[config.mk]
export PLATFORM = sky130hd
export DESIGN_NAME = alu_op_sequencer
export DESIGN_NICKNAME = d
export VERILOG_FILES = /design/src/rtl/alu_seq_pkg.sv /design/src/rtl/alu.sv /design/src/rtl/alu_seq_regfile.sv /design/src/rtl/alu_op_sequencer.sv
export SDC_FILE = /design/constraint.sdc
export NUM_CORES = 1
export LEC_CHECK = 0
export CAP_MARGIN = 0
export CORE_ASPECT_RATIO = 1.25
export CORE_UTILIZATION = 59
export DETAILED_ROUTE_END_ITERATION = 7
export HOLD_SLACK_MARGIN = 0.03
export PLACE_DENSITY_LB_ADDON = 0.25
export SLEW_MARGIN = 20
export SYNTH_ARGS = -nofsm -noshare
export SYNTH_HDL_FRONTEND = slang
export SYNTH_SLANG_ARGS = --single-unit
[constraint.sdc]
create_clock -name clk -period 5.2 [get_ports clk]
set_input_delay 1.04 -clock clk [delete_from_list [all_inputs] [get_ports clk]]
set_output_delay 1.04 -clock clk [all_outputs]
set_load 0.05 [all_outputs]
[src/rtl/alu_seq_pkg.sv]
// Package alu_seq_pkg
//  Shared definitions for the ALU command sequencer and its combinational ALU:
//  opcode encodings, FSM state encoding, response flag bit positions and the
//  latched-command record.
//  Optional feature macro used by the top: ALU_SEQ_PERF_EN (performance counter).
package alu_seq_pkg;

    localparam int RF_DEPTH  = 4;
    localparam int REG_IDX_W = 2;
    localparam int OPC_W     = 4;
    localparam int FLAGS_W   = 4;
    localparam int PERF_W    = 16;

    localparam logic [OPC_W-1:0] OP_LOAD = 4'd0;
    localparam logic [OPC_W-1:0] OP_ADD  = 4'd1;
    localparam logic [OPC_W-1:0] OP_ADC  = 4'd2;
    localparam logic [OPC_W-1:0] OP_SUB  = 4'd3;
    localparam logic [OPC_W-1:0] OP_INC  = 4'd4;
    localparam logic [OPC_W-1:0] OP_DEC  = 4'd5;
    localparam logic [OPC_W-1:0] OP_AND  = 4'd6;
    localparam logic [OPC_W-1:0] OP_NOT  = 4'd7;
    localparam logic [OPC_W-1:0] OP_ROL  = 4'd8;
    localparam logic [OPC_W-1:0] OP_ROR  = 4'd9;

    // Bit positions inside rsp_flags = {parity, zero, borrow, carry}
    localparam int FLG_C = 0;
    localparam int FLG_B = 1;
    localparam int FLG_Z = 2;
    localparam int FLG_P = 3;

    typedef enum logic [1:0] {
        IDLE = 2'd0,
        EXEC = 2'd1,
        RESP = 2'd2
    } seq_state_e;

    // Register indices and opcode captured at the accept edge
    typedef struct packed {
        logic [OPC_W-1:0]     opcode;
        logic [REG_IDX_W-1:0] rd;
        logic [REG_IDX_W-1:0] rs1;
        logic [REG_IDX_W-1:0] rs2;
    } seq_cmd_t;

    // Opcodes 10..15 are reserved and rejected with rsp_err
    function automatic logic op_is_valid(input logic [OPC_W-1:0] op);
        return (op <= OP_ROR);
    endfunction

endpackage

[src/rtl/alu.sv]
// Module alu
//  Combinational datapath ALU driven by the sequencer.
//  Ports:
//   a, b       in   BUS_WIDTH  operands (b unused by unary ops)
//   carry_in   in   1          carry for ADC
//   opcode     in   4          OP_ADD..OP_ROR; anything else yields y=0
//   y          out  BUS_WIDTH  result, modulo 2^BUS_WIDTH
//   carry_out  out  1          carry out of ADC / INC (0 for every other op)
//   borrow     out  1          borrow out of SUB / DEC (0 for every other op)
//   zero       out  1          y == 0
//   parity     out  1          XOR of all bits of y
module alu
    import alu_seq_pkg::*;
#(
    parameter int BUS_WIDTH = 8
) (
    input  logic [BUS_WIDTH-1:0] a,
    input  logic [BUS_WIDTH-1:0] b,
    input  logic                 carry_in,
    input  logic [OPC_W-1:0]     opcode,
    output logic [BUS_WIDTH-1:0] y,
    output logic                 carry_out,
    output logic                 borrow,
    output logic                 zero,
    output logic                 parity
);

    always_comb begin
        y         = '0;
        carry_out = 1'b0;
        borrow    = 1'b0;
        case (opcode)
            // Plain modular add; the carry-reporting add is ADC
            OP_ADD: y = a + b;
            OP_ADC: {carry_out, y} = {1'b0, a} + {1'b0, b} + {{BUS_WIDTH{1'b0}}, carry_in};
            OP_SUB: begin
                y      = a - b;
                borrow = (a < b);
            end
            OP_INC: {carry_out, y} = {1'b0, a} + {{BUS_WIDTH{1'b0}}, 1'b1};
            OP_DEC: begin
                y      = a - {{(BUS_WIDTH-1){1'b0}}, 1'b1};
                borrow = (a == '0);
            end
            OP_AND: y = a & b;
            OP_NOT: y = ~a;
            OP_ROL: y = {a[BUS_WIDTH-2:0], a[BUS_WIDTH-1]};
            OP_ROR: y = {a[0], a[BUS_WIDTH-1:1]};
            default: y = '0;
        endcase
    end

    assign zero   = (y == '0);
    assign parity = ^y;

endmodule

[src/rtl/alu_seq_regfile.sv]
// Module alu_seq_regfile
//  NUM_REGS x BUS_WIDTH register file, two combinational read ports and one
//  synchronous write port; contents clear on asynchronous reset.
//  Ports:
//   clk, rst_n             clock, async active-low reset
//   rd_addr_a / rd_data_a  read port A
//   rd_addr_b / rd_data_b  read port B
//   wr_en, wr_addr, wr_data  write port (captured on the rising edge)
module alu_seq_regfile
    import alu_seq_pkg::*;
#(
    parameter int BUS_WIDTH = 8,
    parameter int NUM_REGS  = RF_DEPTH
) (
    input  logic                 clk,
    input  logic                 rst_n,
    input  logic [REG_IDX_W-1:0] rd_addr_a,
    output logic [BUS_WIDTH-1:0] rd_data_a,
    input  logic [REG_IDX_W-1:0] rd_addr_b,
    output logic [BUS_WIDTH-1:0] rd_data_b,
    input  logic                 wr_en,
    input  logic [REG_IDX_W-1:0] wr_addr,
    input  logic [BUS_WIDTH-1:0] wr_data
);

    logic [NUM_REGS-1:0][BUS_WIDTH-1:0] regs_q;
    logic [NUM_REGS-1:0][BUS_WIDTH-1:0] regs_d;

    always_comb begin
        regs_d = regs_q;
        if (wr_en) begin
            regs_d[wr_addr] = wr_data;
        end
    end

    always_ff @(posedge clk or negedge rst_n) begin
        if (!rst_n) begin
            regs_q <= '0;
        end else begin
            regs_q <= regs_d;
        end
    end

    // Reads see the pre-write value, so rd may alias rs1/rs2
    assign rd_data_a = regs_q[rd_addr_a];
    assign rd_data_b = regs_q[rd_addr_b];

endmodule

[src/rtl/alu_op_sequencer.sv]
// Module alu_op_sequencer
//  Command-driven controller around the combinational ALU. One command is
//  accepted per handshake, operands are read from a 4-entry register file,
//  the result is written back, the sticky carry/borrow flag is updated and a
//  response is returned. Sequence: IDLE (accept) -> EXEC (compute/write) ->
//  RESP (hold until consumed).
//  Ports:
//   clk, rst_n                  clock, async active-low reset
//   cmd_valid / cmd_ready       command handshake
//   cmd_opcode, cmd_rd, cmd_rs1, cmd_rs2, cmd_imm   command fields
//   rsp_valid / rsp_ready       response handshake
//   rsp_result, rsp_flags, rsp_err   response payload ({P,Z,B,C} flags)
//   flag_c                      sticky carry/borrow, feeds ALU carry_in
//   perf_cnt                    successful-command counter (ALU_SEQ_PERF_EN only)
//  Optional feature macro: ALU_SEQ_PERF_EN
module alu_op_sequencer
    import alu_seq_pkg::*;
#(
    parameter int BUS_WIDTH = 8,
    parameter int NUM_REGS  = 4
) (
    input  logic                 clk,
    input  logic                 rst_n,
    input  logic                 cmd_valid,
    output logic                 cmd_ready,
    input  logic [OPC_W-1:0]     cmd_opcode,
    input  logic [REG_IDX_W-1:0] cmd_rd,
    input  logic [REG_IDX_W-1:0] cmd_rs1,
    input  logic [REG_IDX_W-1:0] cmd_rs2,
    input  logic [BUS_WIDTH-1:0] cmd_imm,
    output logic                 rsp_valid,
    input  logic                 rsp_ready,
    output logic [BUS_WIDTH-1:0] rsp_result,
    output logic [FLAGS_W-1:0]   rsp_flags,
    output logic                 rsp_err,
    output logic                 flag_c
`ifdef ALU_SEQ_PERF_EN
    ,
    output logic [PERF_W-1:0]    perf_cnt
`endif
);

    seq_state_e           state_q, state_d;
    seq_cmd_t             cmd_q, cmd_d;
    logic [BUS_WIDTH-1:0] imm_q, imm_d;
    logic [BUS_WIDTH-1:0] rsp_result_q, rsp_result_d;
    logic [FLAGS_W-1:0]   rsp_flags_q, rsp_flags_d;
    logic                 rsp_err_q, rsp_err_d;
    logic                 flag_c_q, flag_c_d;

    logic [BUS_WIDTH-1:0] rf_a, rf_b;
    logic                 rf_wr_en;
    logic [BUS_WIDTH-1:0] rf_wr_data;

    logic [BUS_WIDTH-1:0] alu_y;
    logic                 alu_carry, alu_borrow, alu_zero, alu_parity;

    alu_seq_regfile #(
        .BUS_WIDTH (BUS_WIDTH),
        .NUM_REGS  (NUM_REGS)
    ) u_regfile (
        .clk       (clk),
        .rst_n     (rst_n),
        .rd_addr_a (cmd_q.rs1),
        .rd_data_a (rf_a),
        .rd_addr_b (cmd_q.rs2),
        .rd_data_b (rf_b),
        .wr_en     (rf_wr_en),
        .wr_addr   (cmd_q.rd),
        .wr_data   (rf_wr_data)
    );

    alu #(
        .BUS_WIDTH (BUS_WIDTH)
    ) u_alu (
        .a         (rf_a),
        .b         (rf_b),
        .carry_in  (flag_c_q),
        .opcode    (cmd_q.opcode),
        .y         (alu_y),
        .carry_out (alu_carry),
        .borrow    (alu_borrow),
        .zero      (alu_zero),
        .parity    (alu_parity)
    );

    always_ff @(posedge clk or negedge rst_n) begin
        if (!rst_n) begin
            state_q      <= IDLE;
            cmd_q        <= '0;
            imm_q        <= '0;
            rsp_result_q <= '0;
            rsp_flags_q  <= '0;
            rsp_err_q    <= 1'b0;
            flag_c_q     <= 1'b0;
        end else begin
            state_q      <= state_d;
            cmd_q        <= cmd_d;
            imm_q        <= imm_d;
            rsp_result_q <= rsp_result_d;
            rsp_flags_q  <= rsp_flags_d;
            rsp_err_q    <= rsp_err_d;
            flag_c_q     <= flag_c_d;
        end
    end

    always_comb begin
        state_d      = state_q;
        cmd_d        = cmd_q;
        imm_d        = imm_q;
        rsp_result_d = rsp_result_q;
        rsp_flags_d  = rsp_flags_q;
        rsp_err_d    = rsp_err_q;
        flag_c_d     = flag_c_q;
        rf_wr_en     = 1'b0;
        rf_wr_data   = alu_y;
        cmd_ready    = 1'b0;

        case (state_q)
            IDLE: begin
                cmd_ready = 1'b1;
                if (cmd_valid) begin
                    cmd_d.opcode = cmd_opcode;
                    cmd_d.rd     = cmd_rd;
                    cmd_d.rs1    = cmd_rs1;
                    cmd_d.rs2    = cmd_rs2;
                    imm_d        = cmd_imm;
                    state_d      = EXEC;
                end
            end

            EXEC: begin
                state_d     = RESP;
                rsp_err_d   = 1'b0;
                rsp_flags_d = '0;
                if (!op_is_valid(cmd_q.opcode)) begin
                    rsp_err_d    = 1'b1;
                    rsp_result_d = '0;
                end else if (cmd_q.opcode == OP_LOAD) begin
                    rf_wr_en            = 1'b1;
                    rf_wr_data          = imm_q;
                    rsp_result_d        = imm_q;
                    rsp_flags_d[FLG_P]  = ^imm_q;
                    rsp_flags_d[FLG_Z]  = (imm_q == '0);
                end else begin
                    rf_wr_en            = 1'b1;
                    rsp_result_d        = alu_y;
                    rsp_flags_d[FLG_P]  = alu_parity;
                    rsp_flags_d[FLG_Z]  = alu_zero;
                    rsp_flags_d[FLG_B]  = alu_borrow;
                    rsp_flags_d[FLG_C]  = alu_carry;
                    case (cmd_q.opcode)
                        OP_ADC, OP_INC: flag_c_d = alu_carry;
                        OP_SUB, OP_DEC: flag_c_d = alu_borrow;
                        default:        flag_c_d = 1'b0;
                    endcase
                end
            end

            RESP: begin
                if (rsp_ready) begin
                    state_d = IDLE;
                end
            end

            default: state_d = IDLE;
        endcase
    end

    assign rsp_valid  = (state_q == RESP);
    assign rsp_result = rsp_result_q;
    assign rsp_flags  = rsp_flags_q;
    assign rsp_err    = rsp_err_q;
    assign flag_c     = flag_c_q;

`ifdef ALU_SEQ_PERF_EN
    logic [PERF_W-1:0] perf_cnt_q, perf_cnt_d;

    // Counts consumed error-free responses, saturating at all-ones
    always_comb begin
        perf_cnt_d = perf_cnt_q;
        if (rsp_valid && rsp_ready && !rsp_err_q && (perf_cnt_q != {PERF_W{1'b1}})) begin
            perf_cnt_d = perf_cnt_q + 1'b1;
        end
    end

    always_ff @(posedge clk or negedge rst_n) begin
        if (!rst_n) begin
            perf_cnt_q <= '0;
        end else begin
            perf_cnt_q <= perf_cnt_d;
        end
    end

    assign perf_cnt = perf_cnt_q;
`endif

endmodule
After elaboration in Yosys (flattened, before gate mapping)
Cells that the tools add are included.
{"block": "totals", "reg_bits": 66, "input_bits": 22, "output_inout_bits": 16, "elab_cells": 80}
{"block": "op_classes", "add_sub_neg": 6, "magnitude_cmp": 6, "eq_ne": 13, "n_mux": 25, "n_bitwise": 3, "reduce_logical": 13}
{"cell": "$pmux 8 s9", "count": 1}
{"cell": "$mux 8", "count": 7}
{"cell": "$bmux 8 s2", "count": 2}
{"cell": "$bwmux 32", "count": 1}
{"cell": "$logic_not 8->1", "count": 3}
{"cell": "$demux 8 s2", "count": 1}
{"cell": "$eq 4x3->1 const B", "count": 4}
{"cell": "$reduce_xor 8->1", "count": 2}
{"cell": "$add 8x1->9 const B", "count": 1}
{"cell": "$add 8x8->9", "count": 1}
{"cell": "$add 9x1->9", "count": 1}
{"cell": "$lt 2x3->1 const B", "count": 3}
{"cell": "$add 8x8->8", "count": 1}
{"cell": "$and 8x8->8", "count": 1}
{"cell": "$eq 4x2->1 const B", "count": 2}
{"cell": "$eq 4x4->1 const B", "count": 2}
{"cell": "$lt 8x8->1", "count": 1}
{"cell": "$mux 2", "count": 4}
{"cell": "$not 8->8", "count": 1}
{"cell": "$sub 8x1->8 const B", "count": 1}
{"cell": "$sub 8x8->8", "count": 1}
{"cell": "$pmux 1 s2", "count": 3}
{"cell": "$pmux 2 s3", "count": 1}
{"cell": "$eq 4x1->1 const B", "count": 1}
{"cell": "other kinds (15)", "count": 20}

Depth between registers and ports, before layout
Gate-level depths: netlist (run 1).
{"block": "logic_depth", "depth_word": 9, "ltp_mapped": 18, "ltp_nobuf": 17}

Cells and area by module
From an unflattened synthesis (run 1), not the netlist that was laid out.
{"block": "hier_totals", "hier_cells": 495, "hier_area_um2": 5138.7}
{"mod": "alu", "n_inst": 1, "cells_per_inst": 264, "area_per_inst_um2": 1916.8, "seq_area_each_um2": 0.0}
{"mod": "alu_op_sequencer", "n_inst": 1, "cells_per_inst": 143, "area_per_inst_um2": 1631.6, "seq_area_each_um2": 850.8}
{"mod": "alu_seq_regfile", "n_inst": 1, "cells_per_inst": 88, "area_per_inst_um2": 1590.3, "seq_area_each_um2": 800.8}

Worst setup path after synthesis (run 1)
No wires, ideal clock.
{"block": "synth_timing", "path_kind": "register to register", "from": "register cmd_q[0] (netlist name)", "to": "register rsp_flags_q[3], in the netlist rsp_flags[3]", "setup_time_ns": 0.083, "arrival_time_ns": 4.060, "t_required_ns": 5.117, "slack_ns": 1.057, "path_stages_with_launch": 17, "path_buffers": 1, "period_less_slack_ns": 4.143, "cell_sequence": "dfrtp_1 -> buf_6 -> mux4_2 -> or4_4 -> or3_2 -> nand3_1 -> ha_1 -> inv_1 -> or3_1 -> mux2i_1 -> or4_1 -> a21oi_1 -> ha_1 -> xnor2_1 -> xnor2_1 -> o21ai_0 -> o21ai_0"}
{"block": "synth_via", "elab_chain_len": 8, "word_cells_on_any_way": 11, "cone_classes": "add/sub: 4; mux: 5; bitwise: 1; reduce/logical: 1"}
{"element": "start: declaration", "line": "alu_op_sequencer.sv:44", "rtl": "seq_cmd_t cmd_q, cmd_d;"}
{"element": "start signal: assignment", "line": "alu_op_sequencer.sv:98", "rtl": "cmd_q <= cmd_d;"}
{"element": "$bmux 8 s2 *", "line": "alu_seq_regfile.sv:46", "rtl": "assign rd_data_b = regs_q[rd_addr_b];"}
{"element": "$mux 8 (implied by the code) *", "line": "alu_seq_regfile.sv:46"}
{"element": "$add 8x8->9", "line": "alu.sv:35", "rtl": "OP_ADC: {carry_out, y} = {1'b0, a} + {1'b0, b} + {{BUS_WIDTH{1'b0}}, carry_in};"}
{"element": "$add 9x1->9", "line": "alu.sv:35"}
{"element": "$pmux 8 s9 *", "line": "alu.sv:32", "rtl": "case (opcode)"}
{"element": "$reduce_xor 8->1 *", "line": "alu.sv:54", "rtl": "assign parity = ^y;"}
{"element": "$mux 2 *", "line": "alu_op_sequencer.sv:139", "rtl": "end else if (cmd_q.opcode == OP_LOAD) begin"}
{"element": "$mux 4 *", "line": "alu_op_sequencer.sv:136", "rtl": "if (!op_is_valid(cmd_q.opcode)) begin"}
{"element": "end signal: assignment", "line": "alu_op_sequencer.sv:101", "rtl": "rsp_flags_q <= rsp_flags_d;"}
{"element": "end: declaration", "line": "alu_op_sequencer.sv:47", "rtl": "logic [FLAGS_W-1:0] rsp_flags_q, rsp_flags_d;"}
Mark *: on every way between the ends. The rest lies on a longest branch, timed or not. The select of a mux whose other input is x is not followed.
A chain may end at the register's enable or synchronous reset.

Worst setup path in the final report (run 1)
Same ends and word-level chain as after synthesis.

==> results of run 1 <==
## area by class of cell
class / count / share of cell area (%)
multi-input cells: 408 / 54.3
flip-flops and latches: 66 / 29.5
repair buffers: 48 / 8.00
clock buffers: 9 / 2.21
inverters: 33 / 2.21
well taps: 95 / 2.12
clock inverters: 7 / 1.68
## state kept, by name (all words and copies together), names as in the netlist
| name | count |
|---|---|
| rsp_result | 8 |
| state_q | 2 |
| u_regfile.regs_q | 32 |
| cmd_q | 10 |
| flag_c | 1 |
| rsp_err | 1 |
| imm_q | 8 |
| rsp_flags | 4 |
## worst max-delay path, stage by stage (launching register included)
cell and delay [ps]:
dfrtp_1 630, mux4_2 670, or4_4 600, or3_2 480, nand3_1 120, ha_1 230
nor3b_1 70, o21ai_0 160, o221ai_1 120, or4_1 520, a21oi_1 200, ha_1 270
xnor2_1 190, xnor2_1 100, o21ai_0 210, o21ai_0 100
## Yosys cell counts, types with 6 or more instances
| master | count | area, sq um |
|---|---|---|
| a21oi_1 | 31 | 155 |
| nand3_1 | 8 | 40.0 |
| inv_1 | 33 | 124 |
| mux2_2 | 11 | 124 |
| and2_1 | 6 | 37.5 |
| o211ai_1 | 6 | 45.0 |
| xnor2_1 | 10 | 87.6 |
| mux4_2 | 11 | 248 |
| dfrtp_1 | 66 | 1650 |
| nor3_1 | 9 | 45.0 |
| nor2b_1 | 8 | 50.1 |
| o21ai_0 | 35 | 175 |
| nand2b_1 | 8 | 50.1 |
| a31oi_1 | 20 | 125 |
| nor2_1 | 53 | 199 |
| clkbuf_1 | 22 | 82.6 |
| nand2_1 | 49 | 184 |
| ha_1 | 34 | 425 |
| o221ai_1 | 7 | 61.3 |
## worst min path at each step
stage | startpoint | end | slack [ps] | depth (start not counted)
finish | rsp_flags[0] | rsp_flags[0] | 480 | 2
global route | rsp_result[0] | rsp_result[0] | 520 | 1
CTS | rsp_flags[0] | rsp_flags[0] | 490 | 2
detailed placement | rsp_flags[0] | rsp_flags[0] | 470 | 2
global placement | rsp_result[4] | rsp_result[4] | 460 | 1
floorplan | u_regfile.regs_q[17] | u_regfile.regs_q[17] | 460 | 2
## layer usage
| metal | wire length, um | vias to the layer above | share of wire [%] | global-route usage (%) |
|---|---|---|---|---|
| li1 | - | 2048 | - | - |
| met1 | 5540 | 2165 | 39 | 41.9 |
| met2 | 7170 | 205 | 51 | 57.9 |
| met3 | 763 | 61 | 5.4 | 5.40 |
| met4 | 666 | 0 | 4.7 | 18.0 |
| met5 | 0 | - | 0 | 0 |
## per-stage QoR
| step | hold WS (ps) | utilization [%] | worst slack [ps] | area [sq um] |
|---|---|---|---|---|
| after floorplan | 458 | - | 1060 | 4920 |
| after global placement | 464 | 67.9 | 660 | 5380 |
| after detailed placement | 470 | 67.9 | 470 | 5380 |
| after CTS | 486 | 70.6 | 406 | 5600 |
| after global routing | 516 | 70.6 | 80.9 | 5600 |
| final | 484 | 70.6 | 358 | 5600 |
## layout by cell type, fill, tap and decap left out, types with 10 or more instances in the layout
cell / instances
a31oi_1: 20
dfrtp_1: 66
inv_1: 33
nand2_1: 49
mux2_2: 11
buf_4: 11
a21oi_1: 31
clkdlybuf4s50_1: 36
ha_1: 34
o21ai_0: 35
mux4_2: 11
nor2_1: 53
xnor2_1: 10
## cells by family (layout without fill, tap and decap cells)
family | after synthesis | after routing | synth area share (%)
buffers and inverters | 61 | 97 | 4.83
adder cells (fa/ha/maj) | 38 | 38 | 10.3
AND/OR/NAND/NOR | 173 | 173 | 17.2
AO/OA/AOI/OAI | 150 | 150 | 20.2
flip-flops | 66 | 66 | 33.6
multiplexers | 32 | 32 | 11.2
XOR/XNOR | 15 | 15 | 2.67
==> results.sh, run 1 <==
export IMPL_fill_cells=604
export IMPL_fin_tns_setup_ps=0
export IMPL_seq_area_sq_mm=0.00165
export IMPL_worstMarginPinSlew_ps=1120
export IMPL_start_kind="register"
export IMPL_die_x_um=83.7
export IMPL_postSynthCellCount=535
export IMPL_cp_arrival_ps=5060
export IMPL_ys_seq_elements=66
export IMPL_r2r_slack_ps=360
export IMPL_drt_wirelength_per_cell_um=21.2
export IMPL_floorplan_die_area_sq_mm=0.00871
export IMPL_setup_viol=0
export IMPL_cts_resized_gates=0
export IMPL_crit_fanout=9
export IMPL_cts_reportedPaths_clkPinSlew_ps=70
export IMPL_synth_flop_cell="dfrtp_1"
export IMPL_grt_pass1_vias=4543
export IMPL_slew_violations=0
export IMPL_layout_cells_non_filler=666
export IMPL_num_vias=4479
export IMPL_antenna_found_initial=0
export IMPL_place_inst=650
export IMPL_rsz0062_at_grt="false"
export IMPL_grtUsageTotal_pct=34.2
export IMPL_max_cap_violations=0
export IMPL_finalCritPeriodShare_pct=93.1
export IMPL_end_kind="register"
export IMPL_fin_skew_ps=6.51
export IMPL_hold_viol_final=0
export IMPL_core_area_sq_mm=0.00793
export IMPL_ys_seq_area_share_pct=33.6
export IMPL_avgSynthCellArea_sq_um=9.20
export IMPL_cp_startpoint="cmd_q[0]"
export IMPL_final_layout_size_suffix_gt1_share_pct=10.7
export IMPL_synth_edf_count=0
export IMPL_first_iter_violations=284
export IMPL_maxClockFrequency_mhz=207
export IMPL_num_io_pins=38
export IMPL_period_needed_ps=4840
export IMPL_drc=0
export IMPL_reg2reg_depth=15
export IMPL_status="completed"
export IMPL_multi_input_area_sq_mm=0.00304
export IMPL_grt_pass1_wl_um=23200
export IMPL_routed_wl_um=14100
export IMPL_area_growth_pct=13.8
export IMPL_yosysWarnings=0
export IMPL_cts_tree="yes"
export IMPL_start_util_pct=62.1
export IMPL_ant_nets=0
export IMPL_row_count=36
export IMPL_dr_pass1_iters=5
export IMPL_post_cts_buffers=0
export IMPL_htree_levels=3
export IMPL_slew_headroom_pct=24.8
export IMPL_worstSetupPathType="register to register"
export IMPL_port_buffers=37
export IMPL_n_antenna_cell=0
export IMPL_via_per_inst=6.73
export IMPL_r2r_start="cmd_q[0]"
export IMPL_syn_num_nets=595
export IMPL_reg2reg_to="rsp_flags[3]"
export IMPL_worstSkewPairLatency_ps=360
export IMPL_endpoint="rsp_flags[3]"
export IMPL_critPathRequiredTime_ps=5420
export IMPL_gp_congestion=0.932
export IMPL_synthArstFlopShare_pct=100
export IMPL_nets=626
export IMPL_clock_path_buffers=2
export IMPL_dp_hpwl_um=10400
export IMPL_cts_root_buf="clkbuf_8"
export IMPL_overflow=0
export IMPL_tritoncts_num_sinks=66
export IMPL_synth_cell_types=62
export IMPL_grt_max_degree=67
export IMPL_min_path_type="register to register"
export IMPL_cts_hold_buffers=0
export IMPL_netlist_area_sq_mm=0.00492
export IMPL_die_h_um=104
export IMPL_numCtsBuffers=9
Power of run 1 is left out: the tool's default activity adds up to more than one toggle a clock period on the data nets, which glitch-free logic cannot reach.
==> run 2: changes to the inputs <==
--- a/config.mk
+++ b/config.mk
@@ -7,7 +7,7 @@
 export LEC_CHECK = 0
 export CAP_MARGIN = 0
 export CORE_ASPECT_RATIO = 1.25
-export CORE_UTILIZATION = 59
+export CORE_UTILIZATION = 45
 export DETAILED_ROUTE_END_ITERATION = 7
 export HOLD_SLACK_MARGIN = 0.03
 export PLACE_DENSITY_LB_ADDON = 0.25
==> run 2 against run 1 <==
Clock skew shrank 0.70 ps. Core utilization is 17 points lower. Via count down 2.4%. Critical path depth did not move. Global-route usage decreased by 8.1 points. Sequential cell count did not move. Die area is 30% higher. Register-to-register slack improved by 130 ps. Largest cell class unchanged.
==> results.sh, run 2 (same netlist as run 1, synthesis figures left out) <==
export IMPL_hold_viol_final=0
export IMPL_period_needed_ps=4710
export IMPL_max_stage_delay_ps=650
export IMPL_grt_max_degree=67
export IMPL_start_util_pct=46.4
export IMPL_numCtsBuffers=9
export IMPL_grt_pass1_vias=4390
export IMPL_slew_violations=0
export IMPL_die_h_um=119
export IMPL_largest_reg_flops=32
export IMPL_port_buffers=37
export IMPL_hold_depth=1
export IMPL_nets=626
export IMPL_cts_reportedPaths_clkPinSlew_ps=50
export IMPL_n_antenna_cell=0
export IMPL_final_common_cell="dfrtp_1"
export IMPL_drt_wirelength_per_cell_um=19.5
export IMPL_first_iter_violations=264
export IMPL_maxClockFrequency_mhz=212
export IMPL_place_inst=687
export IMPL_dp_hpwl_um=10500
export IMPL_area_growth_pct=16.2
export IMPL_critPathRequiredTime_ps=5440
export IMPL_cts_tree="yes"
export IMPL_routed_wl_um=13700
export IMPL_core_area_sq_mm=0.0106
export IMPL_start_kind="register"
export IMPL_regMostFlops="u_regfile.regs_q"
export IMPL_cp_arrival_ps=4950
export IMPL_overflow=0
export IMPL_grtUsageTotal_pct=26.1
export IMPL_htree_levels=3
export IMPL_die_x_um=95.5
export IMPL_worstPathCellList="mux4_2 -> or4_4 -> or3_2 -> nand3_1 -> ha_1 -> nor3b_1 -> o21ai_0 -> o221ai_1 -> or4_1 -> a21oi_1 -> ha_1 -> xnor2_1 -> xnor2_1 -> o21ai_0 -> o21ai_0"
export IMPL_reg2reg_depth=15
export IMPL_worstSetupPathType="register to register"
export IMPL_via_per_inst=6.22
export IMPL_status="completed"
export IMPL_setup_viol=0
export IMPL_r2r_slack_ps=490
export IMPL_slew_headroom_pct=30.5
export IMPL_end_kind="register"
export IMPL_crit_fanout=9
export IMPL_drc=0
export IMPL_cp_slowest_cell="mux4_2"
export IMPL_min_path_type="register to register"
export IMPL_finalCritPeriodShare_pct=90.6
export IMPL_antenna_found_initial=0
export IMPL_fin_tns_setup_ps=0
export IMPL_num_vias=4372
export IMPL_cts_root_buf="clkbuf_16"
export IMPL_worstMarginPinSlew_ps=1030
export IMPL_rsz0062_at_grt="false"
export IMPL_grt_pass1_wl_um=22500
export IMPL_fin_util_pct=53.9
export IMPL_max_cap_violations=0
export IMPL_dr_pass1_iters=4
export IMPL_num_io_pins=38
export IMPL_cts_hold_buffers=0
export IMPL_fin_skew_ps=5.81
export IMPL_clock_path_buffers=2
export IMPL_floorplan_die_area_sq_mm=0.0114
export IMPL_layout_cells_non_filler=703
export IMPL_mostFrequentLayoutCells="66 x dfrtp_1, 53 x nor2_1, 49 x nand2_1"
export IMPL_final_layout_size_suffix_gt1_share_pct=10.7
export IMPL_multi_input_area_sq_mm=0.00304
export IMPL_ant_nets=0
export IMPL_gp_congestion=0.935
export IMPL_seq_area_sq_mm=0.00165
export IMPL_path_common_cell="o21ai_0"
export IMPL_reg_top3="u_regfile.regs_q x32, cmd_q x10"
export IMPL_cts_resized_gates=0
export IMPL_post_cts_buffers=0
export IMPL_row_count=42
export IMPL_tritoncts_num_sinks=66
export IMPL_worstSkewPairLatency_ps=330
export IMPL_fill_cells=980
-- run 2: changes by cell type in the layout (fill, tap and decap cells not counted) --
cell       change
bufinv_16      -2
clkbuf_16      +9
clkbuf_8       -7
clkinv_2       -1
inv_6          +1
-- run 2: final timing paths --
path | startpoint | endpoint
max | cmd_q[0] | rsp_flags[3]
min in group asynchronous | rst_n | cmd_q[2]
max in group asynchronous | rst_n | rsp_flags[1]
min reg2reg | rsp_result[3] | rsp_result[3]
min | rsp_result[3] | rsp_result[3]
max reg2reg | cmd_q[0] | rsp_flags[3]
-- run 2: area by class of cell --
cell class | instances | share of cell area [%]
clock buffers | 11 | 4.42
clock inverters | 5 | 0.656
inverters | 33 | 2.17
multi-input cells | 408 | 53.2
flip-flops and latches | 66 | 28.9
well taps | 132 | 2.89
repair buffers | 48 | 7.83
-- run 2: through the flow --
step | area (sq um) | setup slack, ps | hold WS, ps
global placement | 5430 | 666 | 462
CTS | 5720 | 459 | 489
global route | 5720 | 168 | 508
finish | 5720 | 487 | 486
detailed placement | 5430 | 560 | 474
floorplan | 4920 | 1060 | 458
-- run 2: metal layers --
layer | track usage, % | up-vias | wire length (um)
met5 | 0 | - | 0
met3 | 3.90 | 42 | 746
met2 | 43.8 | 174 | 6870
li1 | - | 2042 | -
met1 | 31.6 | 2114 | 5470
met4 | 14.5 | 0 | 621
-- run 2: worst max-delay path, delay by kind of cell (launching register included) --
family / cells / cell delay, ps
AOI/OAI and AO/OA: 5 / 680
DFF: 1 / 610
xor gates and xnor gates: 2 / 370
muxes: 1 / 650
adders and majority gates: 2 / 510
and+or+nand+nor: 5 / 1790
Power of run 2 is left out for the same reason.
